===== src/rtl/mux_2.sv =====
// mux_2: registered two-input WIDTH-bit select stage with a valid flag and the select that produced o.
// Optional even-parity output o_par is built when MUX_2_PARITY_EN is defined.
module mux_2 #(
   parameter int               WIDTH     = 16,
   parameter logic [WIDTH-1:0] RESET_VAL = '0
) (
   input  logic             clk,
   input  logic             rst_n,
   input  logic [WIDTH-1:0] a,
   input  logic [WIDTH-1:0] b,
   input  logic             sel,
   input  logic             en,
   output logic [WIDTH-1:0] o,
   output logic             o_valid,
   output logic             sel_q
`ifdef MUX_2_PARITY_EN
  ,output logic             o_par
`endif
);

   logic [WIDTH-1:0] w_sel_data;
   logic [WIDTH-1:0] r_o;
   logic             r_valid;
   logic             r_sel;

   assign w_sel_data = sel ? b : a;

   // o_valid tracks en directly; o and sel_q only move on a capture.
   always_ff @(posedge clk or negedge rst_n) begin
      if (!rst_n) begin
         r_o     <= RESET_VAL;
         r_valid <= 1'b0;
         r_sel   <= 1'b0;
      end else begin
         r_valid <= en;
         if (en) begin
            r_o   <= w_sel_data;
            r_sel <= sel;
         end
      end
   end

   assign o       = r_o;
   assign o_valid = r_valid;
   assign sel_q   = r_sel;

`ifdef MUX_2_PARITY_EN
   localparam logic RESET_PAR = ^RESET_VAL;

   logic w_par;
   logic r_par;

   assign w_par = ^w_sel_data;

   always_ff @(posedge clk or negedge rst_n) begin
      if (!rst_n) begin
         r_par <= RESET_PAR;
      end else if (en) begin
         r_par <= w_par;
      end
   end

   assign o_par = r_par;
`endif

`ifndef SYNTHESIS
   // An unknown select on a capture cycle has no defined result.
   a_sel_known : assert property (@(posedge clk) disable iff (!rst_n) en |-> !$isunknown(sel));
`endif

endmodule


===== config.mk =====
export PLATFORM = sky130hd
export DESIGN_NAME = mux_2
export DESIGN_NICKNAME = d
export VERILOG_FILES = /design/src/rtl/mux_2.sv
export SDC_FILE = /design/constraint.sdc
export NUM_CORES = 1
export LEC_CHECK = 0
export CORE_MARGIN = 10
export CORE_UTILIZATION = 31
export DETAILED_ROUTE_END_ITERATION = 16
export PLACE_DENSITY = 0.76
export SETUP_SLACK_MARGIN = 0.05
export SLEW_MARGIN = 20
export SYNTH_ARGS = -nofsm -noshare
export SYNTH_HDL_FRONTEND = slang
export SYNTH_SLANG_ARGS = --single-unit

===== constraint.sdc =====
create_clock -name clk -period 0.8 [get_ports clk]
set_clock_uncertainty 0.1 [all_clocks]
set_input_delay 0.16 -clock clk [delete_from_list [all_inputs] [get_ports clk]]
set_output_delay 0.16 -clock clk [all_outputs]
set_load 0.005 [all_outputs]

==> run_results.csv, run 1 <==
group,metric,value,unit
drt,wl,2.92,mm
outcome,violations,"setup timing",
die,core_area,2500,um^2
drt,drt_first_iter_violations,24,
final_layout,n_fill_cell,219,
die,die_h,71.2,um
final_layout,regArea,450,um^2
critical_path,cpPeakStageDelay,0.41,ns
drt,ant_nets,0,
timing,relSlewSlack,88.6,%
timing,fin_ws,-0.291,ns
pwr,leakagePower,0.000695,uW
drt,wl_per_cell,17.3,um
drt,met1_length,1.33,mm
global_route,grt_usage,10.8,%
clocking,cts_hold_buf,0,
die,row_count,18,
timing,worst_pin_slew,0.166,ns
critical_path,critPathRequiredTime,0.54,ns
critical_path,worstSetupPathType,"flip-flop to output pin",
timing,setup_viol,27,
critical_path,crit_fanout,2,
timing,rsz0062_at_grt,"yes",
global_route,grt_pass1_wl,4.33,mm
critical_path,crit_path_top_delay_cell,"dfrtp_1",
die,initial_core_util,32.5,%
timing,period_minus_slack,1.09,ns
drt,firstDrtPassIters,4,
final_layout,area_growth,87.2,%
timing,hold_slack,0.0980,ns
pwr,p_per_area,1440,nW/um^2
die,dieArea,5070,um^2
timing,hold_viol_final,0,
outcome,status,"finished with violations",
timing,clock.fmax,917,MHz
timing,finalMaxSlewViolations,0,
drt,met3RoutedLength,242,um
critical_path,endpoint_kind,"output pin",
timing,fin_crit_sh,136,%
job,drv_cap,0,
drt,drc_errors,0,
placed_design,numPortBuffers,53,
synth,mappedNetlistArea,813,um^2
synth,synth_cell_types,8,
final_layout,layout_common_cells,"32 x clkdlybuf4s50_1, 19 x buf_2, 18 x dfrtp_1, 16 x mux2i_1, 12 x a21oi_1",
placed_design,hpwl,2.10,mm
clocking,cts_root_buffer,"clkbuf_4",
clocking,cts_buffers,3,
synth,ys_seq_area_share,55.4,%
clocking,path_clk_slew,0.10,ns
die,die_width,71.2,um
synth,synth_nets,109,
placed_design,routabilityCongestion,0.758,
critical_path,arrival,0.83,ns
final_layout,finalNetCount,177,
clocking,tritoncts,"built",
final_layout,drive_gt1_share,38.1,%
synth,avgSynthCellArea,11.1,um^2
critical_path,cp_top_family,"flip-flops",
global_route,grt_start_max_net_pins,27,
pwr,peakVddDrop,781,uV
drt,met2_length,1.32,mm
global_route,grt_pass1_vias,835,
critical_path,worst_setup_path_start_kind,"flip-flop",
synth,syn_inst,73,
clocking,clkSinkCount,18,
global_route,antenna_found_initial,0,
die,io_pins,54,
timing,finalSetupTns,-5.50,ns
synth,yosys_warnings,0,
drt,routed.top_layer,"met4",
final_layout,diodes,0,
final_layout,multi_input_comb_area,373,um^2
critical_path,worst-path-buf-inv,1,
drt,vias,791,
worst_hold_path,hp-class,"input pin to asynchronous set/reset pin",
clocking,insertion_delay,0.28,ns
synth,ys_ff_latch,18,
final_layout,final_common_cell,"clkdlybuf4s50_1",
global_route,grt_overflow,0,
clocking,clockBufferDepth,2,
drt,via_per_inst,4.68,
placed_design,preCtsSetupSlack,-0.609,ns
critical_path,path_cells,"buf_2",
clocking,cts_max_level,1,
-- per-stage QoR --
step | cells | area [um^2] | total power, uW | util [%]
6_report | 169 | 1520 | 2190 | 60.9
5_1_grt | 169 | 1520 | 2310 | 60.9
4_1_cts | 165 | 1420 | 2130 | 56.6
3_5_place_dp | 155 | 1410 | 1700 | 56.4
3_3_place_gp | 155 | 1410 | 1680 | 56.4
2_1_floorplan | 73 | 838 | 1270 | -
-- routing by layer --
metal  track usage (%)  up-vias
met5                 0        -
met4              4.52        0
met3              4.13        2
met2              16.8       42
met1              13.0      363
li1                  -      384
-- Yosys cell counts --
cell	number	area (um^2)
dfrtp_1	18	450
mux2_2	1	11.3
nor2_1	16	60.1
a21oi_1	16	80.1
buf_2	4	20.0
buf_6	1	11.3
buf_12	1	20.0
mux2i_1	16	160
-- final cells by class --
| type | instances | area share, % |
|---|---|---|
| Tap cell | 30 | 2.47 |
| Clock buffer | 3 | 1.48 |
| Multi-Input combinational cell | 49 | 24.5 |
| Timing Repair Buffer | 69 | 42.0 |
| Sequential cell | 18 | 29.6 |
-- state kept, by name, indices dropped and copies added, names as in the netlist --
| signal | flops |
|---|---|
| o_valid | 1 |
| o | 16 |
| sel_q | 1 |
-- cells by family (layout without fill, tap and decap cells) --
family / after synthesis / count (layout) / share of synthesized area, %
flops: 18 / 18 / 55.4
mux: 17 / 17 / 21.1
compound gates: 16 / 16 / 9.85
simple gates: 16 / 16 / 7.38
buf+inv: 6 / 72 / 6.31
-- timing repair --
| item | in CTS | in global routing |
|---|---|---|
| pin swaps | 1 | 7 |
| gates cloned | 1 | 1 |
| resized for setup | 80 | 21 |
| setup endpoints to repair | 36 | 35 |
| setup buffers | 6 | 4 |
-- final timing paths --
path,cells after the start,slack [ns],endpoint,from
max,1,-0.29,o[12],o[12]
max in group asynchronous,2,0.38,o[10],rst_n
min,2,0.1,o[14],rst_n
min reg2reg,2,0.44,o[0],o[0]
min in group clk,3,0.13,o[0],b[0]
max reg2reg,2,-0.19,sel_q,sel_q
-- power by group --
group	internal (uW)	switching (uW)	total, uW
combinational	430	259	689
clock	175	269	444
sequential	1000	51.9	1050
total	1610	580	2190
Note: power is estimated with default switching activity, not from simulation.
==> run 2: changes to the inputs <==
SLEW_MARGIN = default   (was 20)
==> results of run 2 <==
Same layout as run 1: the final DEF is identical, and so are final timing and power.
==> run 3: changes to the inputs <==
CORE_UTILIZATION = 32   (was 31)
PLACE_DENSITY = 0.75   (was 0.76)
clock period = 1.4 ns   (was 0.8 ns; I/O delays follow)
==> run 3 against run 2 <==
Effect of this change: critical endpoint is now sel_q; critical path depth unchanged; cell count decreased by 1.2%; non-clock buffer count decreased by 2; combinational power decreased by 48%; via count decreased by 4.0%; worst setup slack improved by 0.37 ns; the run now ends clean; register-to-register slack improved by 0.72 ns; global-route usage decreased by 0.75 points.
==> run_results.csv, run 3 (synthesis gave the netlist of run 1 again) <==
group,metric,value,unit
final_layout,final_common_cell,"clkdlybuf4s50_1",
outcome,status,"completed",
final_layout,fin_util,59.9,%
pwr,total_power,1210,uW
final_layout,n_fill_cell,228,
clocking,cts_root_buffer,"clkbuf_4",
pwr,leakagePower,0.000656,uW
clocking,clockBufferDepth,2,
worst_hold_path,hp-class,"input pin to asynchronous set/reset pin",
critical_path,arrival,0.94,ns
drt,firstDrtPassIters,4,
final_layout,layout_common_cells,"35 x clkdlybuf4s50_1, 18 x dfrtp_1, 18 x clkdlybuf4s15_1",
pwr,pwr-share-clk,21.0,%
pwr,pwr-share-comb,29.4,%
job,drv_cap,0,
global_route,antenna_found_initial,0,
pwr,peakVddDrop,618,uV
drt,wl_per_cell,15.1,um
clocking,tritoncts,"built",
drt,wl,2.53,mm
die,row_count,18,
global_route,grt_start_max_net_pins,19,
die,die_h,70.4,um
pwr,netSwitchingFraction,25.0,%
drt,ant_nets,0,
critical_path,cpPeakStageDelay,0.39,ns
timing,finalMaxSlewViolations,0,
placed_design,routabilityCongestion,0.657,
critical_path,endpoint_kind,"output pin",
global_route,grt_pass1_wl,4.07,mm
final_layout,largest_reg_flops,16,
clocking,cts_max_level,1,
die,io_pins,54,
clocking,clkSinkCount,18,
placed_design,numPortBuffers,53,
drt,drc_errors,0,
critical_path,r2r-start,"o[15]",
pwr,power.switching,303,uW
critical_path,critPathRequiredTime,1.02,ns
clocking,path_clk_slew,0.09,ns
final_layout,diodes,0,
final_layout,multi_input_comb_area,312,um^2
timing,period_minus_slack,1.32,ns
pwr,p_seq_share,49.7,%
critical_path,cp_num_cells,1,
global_route,grt_usage,10.0,%
critical_path,reg2reg_to,"o[15]",
pwr,intPower,907,uW
die,initial_core_util,33.1,%
timing,rsz0062_at_grt,"no",
placed_design,hpwl,1.98,mm
die,dieArea,4960,um^2
critical_path,r2r_cells,3,
timing,clock.fmax,759,MHz
critical_path,worst_setup_path_start_kind,"flip-flop",
timing,hold_slack,0.218,ns
timing,setup_viol,0,
global_route,grt_overflow,0,
timing,finalSetupTns,0,ns
die,core_area,2450,um^2
critical_path,worstSetupPathType,"flip-flop to output pin",
critical_path,rrSetupSlack,0.53,ns
final_layout,area_growth,80.8,%
placed_design,place_inst,155,
drt,via_per_inst,4.54,
final_layout,regArea,450,um^2
global_route,grt_pass1_vias,804,
die,die_width,70.4,um
final_layout,finalNetCount,175,
drt,drt_first_iter_violations,17,
critical_path,crit_path_top_delay_cell,"dfrtp_1",
critical_path,path_cells,"clkdlybuf4s15_1",
drt,vias,759,
critical_path,worst-path-buf-inv,1,
clocking,insertion_delay,0.29,ns
final_layout,drive_gt1_share,13.1,%
critical_path,cp_top_family,"flip-flops",
pwr,p_per_area,823,nW/um^2
timing,relSlewSlack,84.1,%
final_layout,final_cells,167,
timing,hold_viol_final,0,
timing,worst_pin_slew,0.238,ns
clocking,cts_buffers,3,
critical_path,worstSetupStartpoint,"sel_q",
critical_path,crit_fanout,2,
timing,fin_crit_sh,94.2,%
[run 3: cell types whose count changed in the layout (fill, tap and decap cells not counted), moves of 2 or more]
cell             previous run  this run
a21oi_2                     4         0
buf_12                      3         1
nor2_1                      7        16
clkdlybuf4s50_1            32        35
buf_2                      19         0
clkdlybuf4s15_1             0        18
nor2_4                      4         0
buf_6                       3         0
nor2_2                      5         0
a21oi_1                    12        16
buf_4                       8        13
[run 3: metrics by stage]
stage	cell area [um^2]	setup WS (ns)
after floorplan	813	0.384
after global placement	1380	-0.0765
after detailed placement	1380	-0.133
after CTS	1420	0.0432
after global routing	1470	0.0548
final	1470	0.0818
[run 3: power groups by stage]
stage               logic, uW  clock network, uW  registers [uW]
floorplan                99.3                  0             615
global placement          339                  0             610
detailed placement        346                  0             612
CTS                       332                266             600
global route              388                289             609
finish                    356                254             601
[run 3: how the worst max path moves through the flow]
stage	end	slack, ns
final	sel_q	0.08
after global routing	sel_q	0.05
after CTS	o[12]	0.04
after detailed placement	o[9]	-0.13
after global placement	o[12]	-0.08
after floorplan	sel_q	0.38
[run 3: area by class of cell]
| type | instances | share of cell area, % |
|---|---|---|
| Timing Repair Buffer | 67 | 44.1 |
| Sequential cell | 18 | 30.6 |
| Multi-Input combinational cell | 49 | 21.2 |
| Tap cell | 30 | 2.55 |
| Clock buffer | 3 | 1.53 |
[run 3: routing by layer]
layer,part of all wire (%),track usage (%),vias to the layer above
li1,-,-,377
met1,38,10.4,339
met2,48,16.2,38
met3,12,5.51,5
met4,1.8,4.61,0
met5,0,0,-
[run 3: repair_timing]
action,CTS,global route
buffers inserted,4,5
hold buffers,0,0
setup endpoints to repair,18,11
gates resized for setup,25,11
